`src/rtl/cpu_types_pkg.sv`:
```
// Shared CPU/memory types: word and RAM status, controller states, and the
// transaction kinds the arbiter can grant.
package cpu_types_pkg;
  typedef logic [31:0] word_t;

  typedef enum logic [1:0] {FREE, BUSY, ACCESS, ERROR} ramstate_t;

  typedef enum logic [2:0] {IDLE, IFETCH, DWRITE, SNOOP, DREAD, C2C} mcstate_t;

  typedef enum logic [1:0] {XACT_NONE, XACT_IFETCH, XACT_DWRITE, XACT_DREAD} xact_t;
endpackage

```
`src/rtl/cache_control_if.sv`:
```
// Bundle between the per-core caches, the coherence logic and the single RAM
// port; the cc modport is the memory controller's view.
interface cache_control_if #(
  parameter int CPUS = 2
);
  import cpu_types_pkg::*;

  logic [CPUS-1:0] iwait, dwait, iREN, dREN, dWEN;
  word_t           iload [CPUS];
  word_t           dload [CPUS];
  word_t           dstore [CPUS];
  word_t           iaddr [CPUS];
  word_t           daddr [CPUS];

  logic [CPUS-1:0] ccwait, ccinv, ccwrite, cctrans;
  word_t           ccsnoopaddr [CPUS];

  logic            ramWEN, ramREN;
  ramstate_t       ramstate;
  word_t           ramaddr, ramstore, ramload;

  modport cc (
    input  iREN, dREN, dWEN, dstore, iaddr, daddr,
    input  ccwrite, cctrans,
    input  ramstate, ramload,
    output iwait, dwait, iload, dload,
    output ccwait, ccinv, ccsnoopaddr,
    output ramWEN, ramREN, ramaddr, ramstore
  );
endinterface

```
`src/rtl/mc_arbiter.sv`:
```
// Combinational grant for two cores: writebacks beat data reads beat fetches,
// and the round-robin pointer settles ties within a level.
module mc_arbiter
  import cpu_types_pkg::*;
(
  input  logic [1:0] i_iren,
  input  logic [1:0] i_dren,
  input  logic [1:0] i_dwen,
  input  logic       i_rr,
  output logic       o_cpu,
  output xact_t      o_xact
);
  function automatic logic pick(input logic [1:0] v, input logic rr);
    return v[rr] ? rr : ~rr;
  endfunction

  always_comb begin
    o_cpu  = 1'b0;
    o_xact = XACT_NONE;
    if (|i_dwen) begin
      o_xact = XACT_DWRITE;
      o_cpu  = pick(i_dwen, i_rr);
    end else if (|i_dren) begin
      o_xact = XACT_DREAD;
      o_cpu  = pick(i_dren, i_rr);
    end else if (|i_iren) begin
      o_xact = XACT_IFETCH;
      o_cpu  = pick(i_iren, i_rr);
    end
  end
endmodule

```
`src/rtl/memory_control.sv`:
```
// Memory controller: serialises two cores' fetch/load/writeback traffic onto
// one RAM port and runs a snoop ahead of every data read.
module memory_control
  import cpu_types_pkg::*;
#(
  parameter int CPUS = 2
) (
  input logic         CLK,
  input logic         nRST,
  cache_control_if.cc ccif
);
  mcstate_t r_state;
  logic     r_cpu;
  logic     r_rr;
  word_t    r_addr;
  word_t    r_store;
  logic     w_oth;
  logic     w_cpu;
  xact_t    w_xact;
  logic     w_access;
  logic     w_snoop_hit;

  assign w_oth       = ~r_cpu;
  assign w_access    = (ccif.ramstate == ACCESS);
  assign w_snoop_hit = ccif.cctrans[w_oth] & ccif.dWEN[w_oth];

  mc_arbiter u_arb (
    .i_iren (ccif.iREN),
    .i_dren (ccif.dREN),
    .i_dwen (ccif.dWEN),
    .i_rr   (r_rr),
    .o_cpu  (w_cpu),
    .o_xact (w_xact)
  );

  // Address and store data are captured at grant so the RAM sees stable values
  // while it is busy, even if the requester changes or drops its request.
  always_ff @(posedge CLK or negedge nRST) begin
    if (!nRST) begin
      r_state <= IDLE;
      r_cpu   <= 1'b0;
      r_rr    <= 1'b0;
      r_addr  <= '0;
      r_store <= '0;
    end else begin
      case (r_state)
        IDLE: begin
          r_cpu <= w_cpu;
          case (w_xact)
            XACT_DWRITE: begin
              r_state <= DWRITE;
              r_addr  <= ccif.daddr[w_cpu];
              r_store <= ccif.dstore[w_cpu];
            end
            XACT_DREAD: begin
              r_state <= SNOOP;
              r_addr  <= ccif.daddr[w_cpu];
            end
            XACT_IFETCH: begin
              r_state <= IFETCH;
              r_addr  <= ccif.iaddr[w_cpu];
            end
            default: ;
          endcase
        end
        SNOOP: begin
          if (w_snoop_hit) begin
            r_state <= C2C;
            r_store <= ccif.dstore[w_oth];
          end else begin
            r_state <= DREAD;
          end
        end
        IFETCH: if (w_access) r_state <= IDLE;
        DWRITE, DREAD, C2C: begin
          if (w_access) begin
            r_state <= IDLE;
            r_rr    <= w_oth;
          end
        end
        default: r_state <= IDLE;
      endcase
    end
  end

  // Completion is combinational on ACCESS so the core sees RAM data that cycle.
  always_comb begin
    ccif.iwait    = '1;
    ccif.dwait    = '1;
    ccif.ccwait   = '0;
    ccif.ccinv    = '0;
    ccif.ramREN   = 1'b0;
    ccif.ramWEN   = 1'b0;
    ccif.ramaddr  = '0;
    ccif.ramstore = '0;
    for (int c = 0; c < CPUS; c++) begin
      ccif.iload[c]       = '0;
      ccif.dload[c]       = '0;
      ccif.ccsnoopaddr[c] = '0;
    end
    case (r_state)
      IFETCH: begin
        ccif.ramREN  = 1'b1;
        ccif.ramaddr = r_addr;
        if (w_access) begin
          ccif.iwait[r_cpu] = 1'b0;
          ccif.iload[r_cpu] = ccif.ramload;
        end
      end
      DREAD: begin
        ccif.ramREN  = 1'b1;
        ccif.ramaddr = r_addr;
        if (w_access) begin
          ccif.dwait[r_cpu] = 1'b0;
          ccif.dload[r_cpu] = ccif.ramload;
        end
      end
      DWRITE: begin
        ccif.ramWEN   = 1'b1;
        ccif.ramaddr  = r_addr;
        ccif.ramstore = r_store;
        if (w_access) ccif.dwait[r_cpu] = 1'b0;
      end
      SNOOP, C2C: begin
        ccif.ccwait[w_oth]      = 1'b1;
        ccif.ccinv[w_oth]       = ccif.ccwrite[r_cpu];
        ccif.ccsnoopaddr[w_oth] = r_addr;
        if (r_state == C2C) begin
          ccif.ramWEN   = 1'b1;
          ccif.ramaddr  = r_addr;
          ccif.ramstore = r_store;
          if (w_access) begin
            ccif.dwait        = '0;
            ccif.dload[r_cpu] = r_store;
          end
        end
      end
      default: ;
    endcase
  end
endmodule

```
`src/flat_wrapper.sv`:
```
// flat-port wrapper written by rule: the top's interface ports become plain ports
module memory_control_flat import cpu_types_pkg::*;
#(
  parameter int CPUS = 2
)
  (CLK, nRST, ccif_iREN, ccif_dREN, ccif_dWEN, ccif_dstore, ccif_iaddr, ccif_daddr, ccif_ccwrite, ccif_cctrans, ccif_ramstate, ccif_ramload, ccif_iwait, ccif_dwait, ccif_iload, ccif_dload, ccif_ccwait, ccif_ccinv, ccif_ccsnoopaddr, ccif_ramWEN, ccif_ramREN, ccif_ramaddr, ccif_ramstore);
  cache_control_if #(.CPUS(CPUS)) ccif_i ();
  input logic CLK;
  input logic nRST;
  input wire logic [$bits(ccif_i.iREN)-1:0] ccif_iREN;
  input wire logic [$bits(ccif_i.dREN)-1:0] ccif_dREN;
  input wire logic [$bits(ccif_i.dWEN)-1:0] ccif_dWEN;
  input wire logic [$bits(ccif_i.dstore)-1:0] ccif_dstore;
  input wire logic [$bits(ccif_i.iaddr)-1:0] ccif_iaddr;
  input wire logic [$bits(ccif_i.daddr)-1:0] ccif_daddr;
  input wire logic [$bits(ccif_i.ccwrite)-1:0] ccif_ccwrite;
  input wire logic [$bits(ccif_i.cctrans)-1:0] ccif_cctrans;
  input wire logic [$bits(ccif_i.ramstate)-1:0] ccif_ramstate;
  input wire logic [$bits(ccif_i.ramload)-1:0] ccif_ramload;
  output wire logic [$bits(ccif_i.iwait)-1:0] ccif_iwait;
  output wire logic [$bits(ccif_i.dwait)-1:0] ccif_dwait;
  output wire logic [$bits(ccif_i.iload)-1:0] ccif_iload;
  output wire logic [$bits(ccif_i.dload)-1:0] ccif_dload;
  output wire logic [$bits(ccif_i.ccwait)-1:0] ccif_ccwait;
  output wire logic [$bits(ccif_i.ccinv)-1:0] ccif_ccinv;
  output wire logic [$bits(ccif_i.ccsnoopaddr)-1:0] ccif_ccsnoopaddr;
  output wire logic [$bits(ccif_i.ramWEN)-1:0] ccif_ramWEN;
  output wire logic [$bits(ccif_i.ramREN)-1:0] ccif_ramREN;
  output wire logic [$bits(ccif_i.ramaddr)-1:0] ccif_ramaddr;
  output wire logic [$bits(ccif_i.ramstore)-1:0] ccif_ramstore;
  assign ccif_i.iREN = ccif_iREN;
  assign ccif_i.dREN = ccif_dREN;
  assign ccif_i.dWEN = ccif_dWEN;
  assign ccif_i.dstore = {>>{ccif_dstore}};
  assign ccif_i.iaddr = {>>{ccif_iaddr}};
  assign ccif_i.daddr = {>>{ccif_daddr}};
  assign ccif_i.ccwrite = ccif_ccwrite;
  assign ccif_i.cctrans = ccif_cctrans;
  assign ccif_i.ramstate = ccif_ramstate;
  assign ccif_i.ramload = ccif_ramload;
  assign ccif_iwait = ccif_i.iwait;
  assign ccif_dwait = ccif_i.dwait;
  assign ccif_iload = {>>{ccif_i.iload}};
  assign ccif_dload = {>>{ccif_i.dload}};
  assign ccif_ccwait = ccif_i.ccwait;
  assign ccif_ccinv = ccif_i.ccinv;
  assign ccif_ccsnoopaddr = {>>{ccif_i.ccsnoopaddr}};
  assign ccif_ramWEN = ccif_i.ramWEN;
  assign ccif_ramREN = ccif_i.ramREN;
  assign ccif_ramaddr = ccif_i.ramaddr;
  assign ccif_ramstore = ccif_i.ramstore;
  memory_control #(.CPUS(CPUS)) u_core (.CLK(CLK), .nRST(nRST), .ccif(ccif_i));
endmodule
```
`config.mk`:
```
export PLATFORM = sky130hd
export DESIGN_NAME = memory_control_flat
export DESIGN_NICKNAME = d
export VERILOG_FILES = /design/src/rtl/cpu_types_pkg.sv /design/src/rtl/cache_control_if.sv /design/src/rtl/mc_arbiter.sv /design/src/rtl/memory_control.sv /design/src/flat_wrapper.sv
export SDC_FILE = /design/constraint.sdc
export NUM_CORES = 1
export LEC_CHECK = 0
export BUFFER_PORTS_ARGS = -buffer_cell sky130_fd_sc_hd__buf_2
export CAP_MARGIN = 10
export CORE_AREA = 2 2 198 200
export CTS_BUF_LIST = sky130_fd_sc_hd__clkbuf_8
export CTS_CLUSTER_DIAMETER = 100
export DETAILED_ROUTE_END_ITERATION = 8
export DIE_AREA = 0 0 200 202
export GPL_TIMING_DRIVEN = 0
export MAX_ROUTING_LAYER = met4
export PLACE_DENSITY_LB_ADDON = 0.15
export SETUP_SLACK_MARGIN = 0.05
export SYNTH_ARGS = -nofsm -noshare
export SYNTH_HDL_FRONTEND = slang
export SYNTH_SLANG_ARGS = --single-unit
export TNS_END_PERCENT = 100
```
`constraint.sdc`:
```
create_clock -name CLK -period 1.6 [get_ports CLK]
set_input_delay 0.08 -clock CLK [delete_from_list [all_inputs] [get_ports CLK]]
set_output_delay 0.08 -clock CLK [all_outputs]
set_load 0.05 [all_outputs]
```
* Word-level counts from Yosys, hierarchy flattened
Index checks and enable logic that the tools add are counted.
** Word-level totals
- Input port bits :: 238
- Output and inout bits :: 266
- Register bits :: 69
- Logic and storage cells :: 129
** Operators by class
- Equality and inequality tests :: 13
- $lt $le $gt $ge :: 10
- Reductions and logical operators :: 21
- Mux-type cells :: 69
- Bitwise operators :: 11
** Operators by type and width (number)
- 2-to-1 mux 32 bit :: 18
- 2-to-1 mux 64 bit :: 5
- one-hot mux 32 bit (2 select lines) :: 4
- AND 64 bit :: 3
- one-hot mux 64 bit (2 select lines) :: 1
- demux 32 bit (select 1 bit) :: 2
- 2-to-1 mux 1 bit :: 24
- one-hot mux 3 bit (3 select lines) :: 2
- 2-to-1 mux 2 bit :: 8
- OR reduction 2 bit :: 7
- equality test 2 bit, second input constant :: 3
- equality test 3 x 2 -> 1 bit, second input constant :: 2
- equality test 3 bit, second input constant :: 2
- >= comparator 2 bit, second input constant :: 3
- < comparator 1 x 2 -> 1 bit, second input constant :: 3
- inverter 1 -> 2 bit :: 3
- AND reduction 2 bit :: 3
- OR reduction 3 bit :: 2
- logical AND 1 bit :: 4
- < comparator 2 x 1 -> 1 bit, second input constant :: 2
- != test 2 x 1 -> 1 bit, second input constant :: 2
- != test 4 bit, second input constant :: 1
- one-hot mux 2 bit (2 select lines) :: 1
- nonzero test 2 bit :: 2
- 14 further kinds :: 17

* Depth between registers and ports, before layout
- Depth in word-level cells :: 12
- Depth in mapped cells :: 8
- Depth with buffers taken out :: 5

* Cells and area by module
Synthesis repeated with hierarchy kept, for this count alone.
** Unflattened totals
- Cells, all modules :: 708
- Area total of the unflattened synthesis :: 6667.6 µm²
** By module, submodules not included
- memory_control :: instances 1, area an instance 6608.8 µm², sequential area each 1726.7 µm², cells each 698
- mc_arbiter :: instances 1, area an instance 58.8 µm², sequential area each 0.0 µm², cells each 10

* Least setup slack after synthesis
No wires, ideal clock.
- Path kind :: flip-flop to output port
- Start :: register u_core.r_state[1]
- End :: output ccif_ccsnoopaddr[54]
- Data arrival time :: 2.154 ns
- Required time :: 1.520 ns
- Buffers on the path :: 2
- Path slack :: -0.634 ns
- Cell stages (with the launch flop) :: 7
- Path through :: dfrtp_1 -> and2b_1 -> buf_2 -> o21ai_0 -> nor2_1 -> clkbuf_1 -> and2_1
** On the way
- Longest elaborated chain between the ends :: 3
- Elaborated cells on any way between the ends :: 4
- Classes of those cells :: eq/ne: 2; mux: 1; reduce/logical: 1
** RTL lines
- from (decl) :: line memory_control.sv:12 : mcstate_t r_state;
- from (signal assigned) :: line memory_control.sv:40 : r_state <= IDLE;
- from (signal assigned) :: line memory_control.sv:51 : r_state <= DWRITE;
- from (signal assigned) :: line memory_control.sv:56 : r_state <= SNOOP;
- equality test 3 x 2 -> 1 bit / equality test 3 bit (equally long branches) :: line memory_control.sv:101 : case (r_state)
- OR reduction 2 bit (*) :: line memory_control.sv:101
- 2-to-1 mux 64 bit (*) :: line memory_control.sv:101
- to (decl) :: line flat_wrapper.sv:26 : output wire logic [$bits(ccif_i.ccsnoopaddr)-1:0] ccif_ccsnoopaddr;
Every way passes the cells marked *; elsewhere a longest branch is shown, timed or not.

* Worst setup path after layout
- Start :: register u_core.r_state[1]
- End :: output ccif_iload[41]
** On the way
- Longest elaborated chain between the ends :: 2
** RTL lines
- equality test 3 x 1 -> 1 bit :: line memory_control.sv:101
- 2-to-1 mux 64 bit :: line memory_control.sv:101
- to (decl) :: line flat_wrapper.sv:22 : output wire logic [$bits(ccif_i.iload)-1:0] ccif_iload;
Every way passes these cells.

==> flow_summary_export.csv <==
group,metric,value,unit
status,status,"finished, violations left",
status,violations,"setup timing",
critical_path,worstReg2RegStart,"u_core.r_state[2]",
critical_path,critical_path_required,1.52,ns
route,via_per_inst,4.323,
clock_network,cts_sinks,69,
synthesis,ys_ff_latch,69,
critical_path,crit_buf_inv,6,
timing,fmax,469.1,MHz
power_and_ir_drop,p_leak,7.020,nW
route,drt-initial-drc-count,227,
placed_design,port_buffers,503,
critical_path,critPathLaunch,"u_core.r_state[1]",
timing,min_period_over_period,133.2,%
die,die_y,202,um
timing,max_slew.worst_pin.slew,0.7915,ns
timing,rsz0062_at_grt,"true",
synthesis,ys_seq_area_share,25.81,%
die,fp.coreArea,38290,sq um
clock_network,cts-htree-levels,3,
synthesis,syn-num-nets,1023,
timing,drv_slew,0,
critical_path,r2r_setup_slack,-0.40,ns
critical_path,end_kind,"output pin",
job,cap_violations,0,
synthesis,yosys_warnings,0,
final_layout,fin_nets,1703,
die,dieArea,40400,sq um
global_routing,grt_use_total,19.54,%
power_and_ir_drop,peakVddDrop,0.6782,mV
clock_network,tritoncts,"done",
power_and_ir_drop,cellPowerDensity,1583,nW/um^2
timing,hold_viol,0,
timing,slew_headroom,47.12,%
critical_path,worstPathArrival,2.05,ns
critical_path,cp_slowest_cell,"dfrtp_1",
final_layout,syn2layout_area_growth,131.5,%
clock_network,clock_latency,0.37,ns
route,routed_wl,41.51,mm
clock_network,clk_pin_slew_worst_paths,0.10,ns
min_path,min_from,"ccif_iaddr[1]",
synthesis,synth.cell_area,6689,sq um
route,firstDrtPassIters,4,
die,die_x,200,um
synthesis,synth.distinct_cells,46,
final_layout,fillers,3752,
die,io_pins,504,
route,avgRoutedWirePerCell,20.82,um
global_routing,grt_pass1_vias,9028,
critical_path,cp_cell_sequence,"buf_6, inv_8, nand2_8, nor4_4, buf_6, buf_12, clkbuf_16, and2_4, buf_8",
global_routing,grt_max_degree,37,
critical_path,crit_top_cell,"buf_6",
die,num_rows,72,
timing,min_period,2.132,ns
critical_path,crit_path_max_fanout,7,
final_layout,multi_input_area,5725,sq um
timing,worst_slack,-0.5318,ns
critical_path,critical_path.max_stage_delay,0.42,ns
critical_path,cp-start-kind,"register",
final_layout,drive_gt1_share,69.05,%
synthesis,syn_inst,785,
clock_network,clk_path_buf_depth,2,
timing,finalSetupViolCount,330,
min_path,hp-class,"in -> reg",
critical_path,crit_type,"reg -> out",
placed_design,hpwl,30.26,mm
clock_network,numCtsBuffers,9,
power_and_ir_drop,total_power,0.02451,W
clock_network,clock-root-buffer,"clkbuf_8",
timing,skew,0.02427,ns
placed_design,gp_congestion,0.7713,
global_routing,grt_remaining_overflow,0,
global_routing,antenna_found_initial,5,
route,drcViolationCount,0,
die,start_util,17.47,%
timing,fin_setup_tns,-139.39,ns
synthesis,avgSynthCellArea,8.521,sq um
route,ant_nets,0,
global_routing,grt_pass1_wl,56.79,mm
route,vias,8620,
final_layout,seqCellArea,1730,sq um
critical_path,critPathTopFamily,"buffers and inverters",
-- what timing repair did --
action                                  4_1_cts  5_1_grt
hold buffers                                106        0
endpoints found under the hold margin        67        0
pin swaps                                    38       24
endpoints found under the setup margin      331      332
buffers inserted                             21       24
gates cloned                                  5       10
gates resized for setup                     581      256
-- worst min-delay path: cells and delay by family --
family,cells,cell delay [ns]
AOI/OAI and AO/OA,1,0.12
buffers and inverters,1,0.07
muxes,1,0.08
-- routing by layer --
metal  GRT usage [%]  wire length, um  up-vias
li1                -                -     4092
met3           4.572             2707       24
met4           4.127              590        0
met5               -                0        -
met2           35.89            21960      340
met1           21.19            16250     4164
-- layout make-up --
| type | count | share of cell area (%) |
|---|---|---|
| clock buffers | 9 | 0.7999 |
| inverters | 5 | 0.1697 |
| diodes | 6 | 0.09695 |
| well taps | 518 | 4.185 |
| flip-flops and latches | 69 | 11.17 |
| repair buffers | 670 | 40.37 |
| multi-input cells | 643 | 36.97 |
| clock inverters | 7 | 0.2828 |
| plain buffers | 67 | 5.947 |
-- worst paths after layout --
path / end / cells past startpoint
setup / recovery: ccif_iload[41] / 9
hold / removal: u_core.r_addr[1] / 3
setup reg to reg: u_core.r_store[0] / 10
hold reg to reg: u_core.r_store[9] / 2
max in group asynchronous: u_core.r_addr[30] / 3
min in group asynchronous: u_core.r_store[25] / 2
-- cell usage in the layout, fill, tap and decap left out, drive strengths merged, types with 3 or more instances in the layout --
master	count
o21ai	35
nor2	72
clkinv	5
dfrtp	69
o221ai	33
nor3	5
diode	6
mux2i	99
nand3	3
mux2	32
clkbuf	49
nand2	76
buf	591
nor2b	34
inv	6
dlygate4sd3	106
nor4	3
a221oi	32
and2	195
-- logic make-up (layout without fill, tap and decap cells) --
group / count (synthesis) / in the layout / share of synthesized area (%)
muxes: 131 / 131 / 20.20
other: 0 / 6 / 0
and+or+nand+nor: 398 / 398 / 32.25
DFF: 69 / 69 / 25.81
AOI/OAI and AO/OA: 112 / 112 / 15.81
buffers and inverters: 73 / 758 / 5.668
xor gates and xnor gates: 2 / 2 / 0.2619
-- where the power goes --
part | internal, W | switching [W] | leakage (nW)
sequential | 0.00261 | 0.000950 | 0.851
clock | 0.000558 | 0.000873 | 0.0902
combinational | 0.00890 | 0.0106 | 6.08
total | 0.0121 | 0.0125 | 7.02
-- per-stage QoR --
stage	area, sq um	hold slack (ns)	setup WS, ns	std cells	utilization (%)
6_report	15490	0.02480	-0.5318	1994	40.45
5_1_grt	15480	0.007618	-0.6164	1993	40.44
4_1_cts	14340	0.0009066	-0.6035	1955	37.44
3_5_place_dp	10860	0.09398	-1.257	1808	28.36
3_3_place_gp	10830	0.3141	-1.311	1806	28.28
2_1_floorplan	7661	-0.2156	-0.08335	785	-
-- synth_stat cells, drive strengths merged --
cell / number / area [sq um]
o211ai: 1 / 7.510
or3: 1 / 11.26
a31oi: 1 / 6.260
and3: 1 / 6.260
and2b: 2 / 15.01
nor2: 72 / 270.3
nor2b: 34 / 212.7
a21o: 1 / 7.510
nor4: 3 / 25.02
o31ai: 1 / 7.510
mux2: 32 / 360.4
buf: 32 / 225.2
inv: 5 / 18.76
mux2i: 99 / 991.0
a221oi: 32 / 468.0
o32ai: 1 / 8.760
a211oi: 1 / 20.02
a21oi: 1 / 8.760
a21bo: 1 / 10.01
o221ai: 33 / 306.5
xnor2: 2 / 17.52
clkbuf: 36 / 135.1
nand3: 3 / 15.01
dfrtp: 69 / 1727
or2b: 1 / 7.510
o22ai: 2 / 12.51
o221a: 1 / 11.26
nand2b: 2 / 12.51
nand3b: 2 / 15.01
nor3: 5 / 52.55
or2: 1 / 6.260
o21ai: 35 / 175.2
and2: 195 / 1220
a21boi: 1 / 7.510
nand2: 76 / 287.8
-- state kept, by name, indices dropped and copies added (netlist names) --
| name | flops |
|---|---|
| u_core.r_cpu | 1 |
| u_core.r_addr | 32 |
| u_core.r_state | 3 |
| u_core.r_store | 32 |
| u_core.r_rr | 1 |
Power figures use the tool's default switching activity.
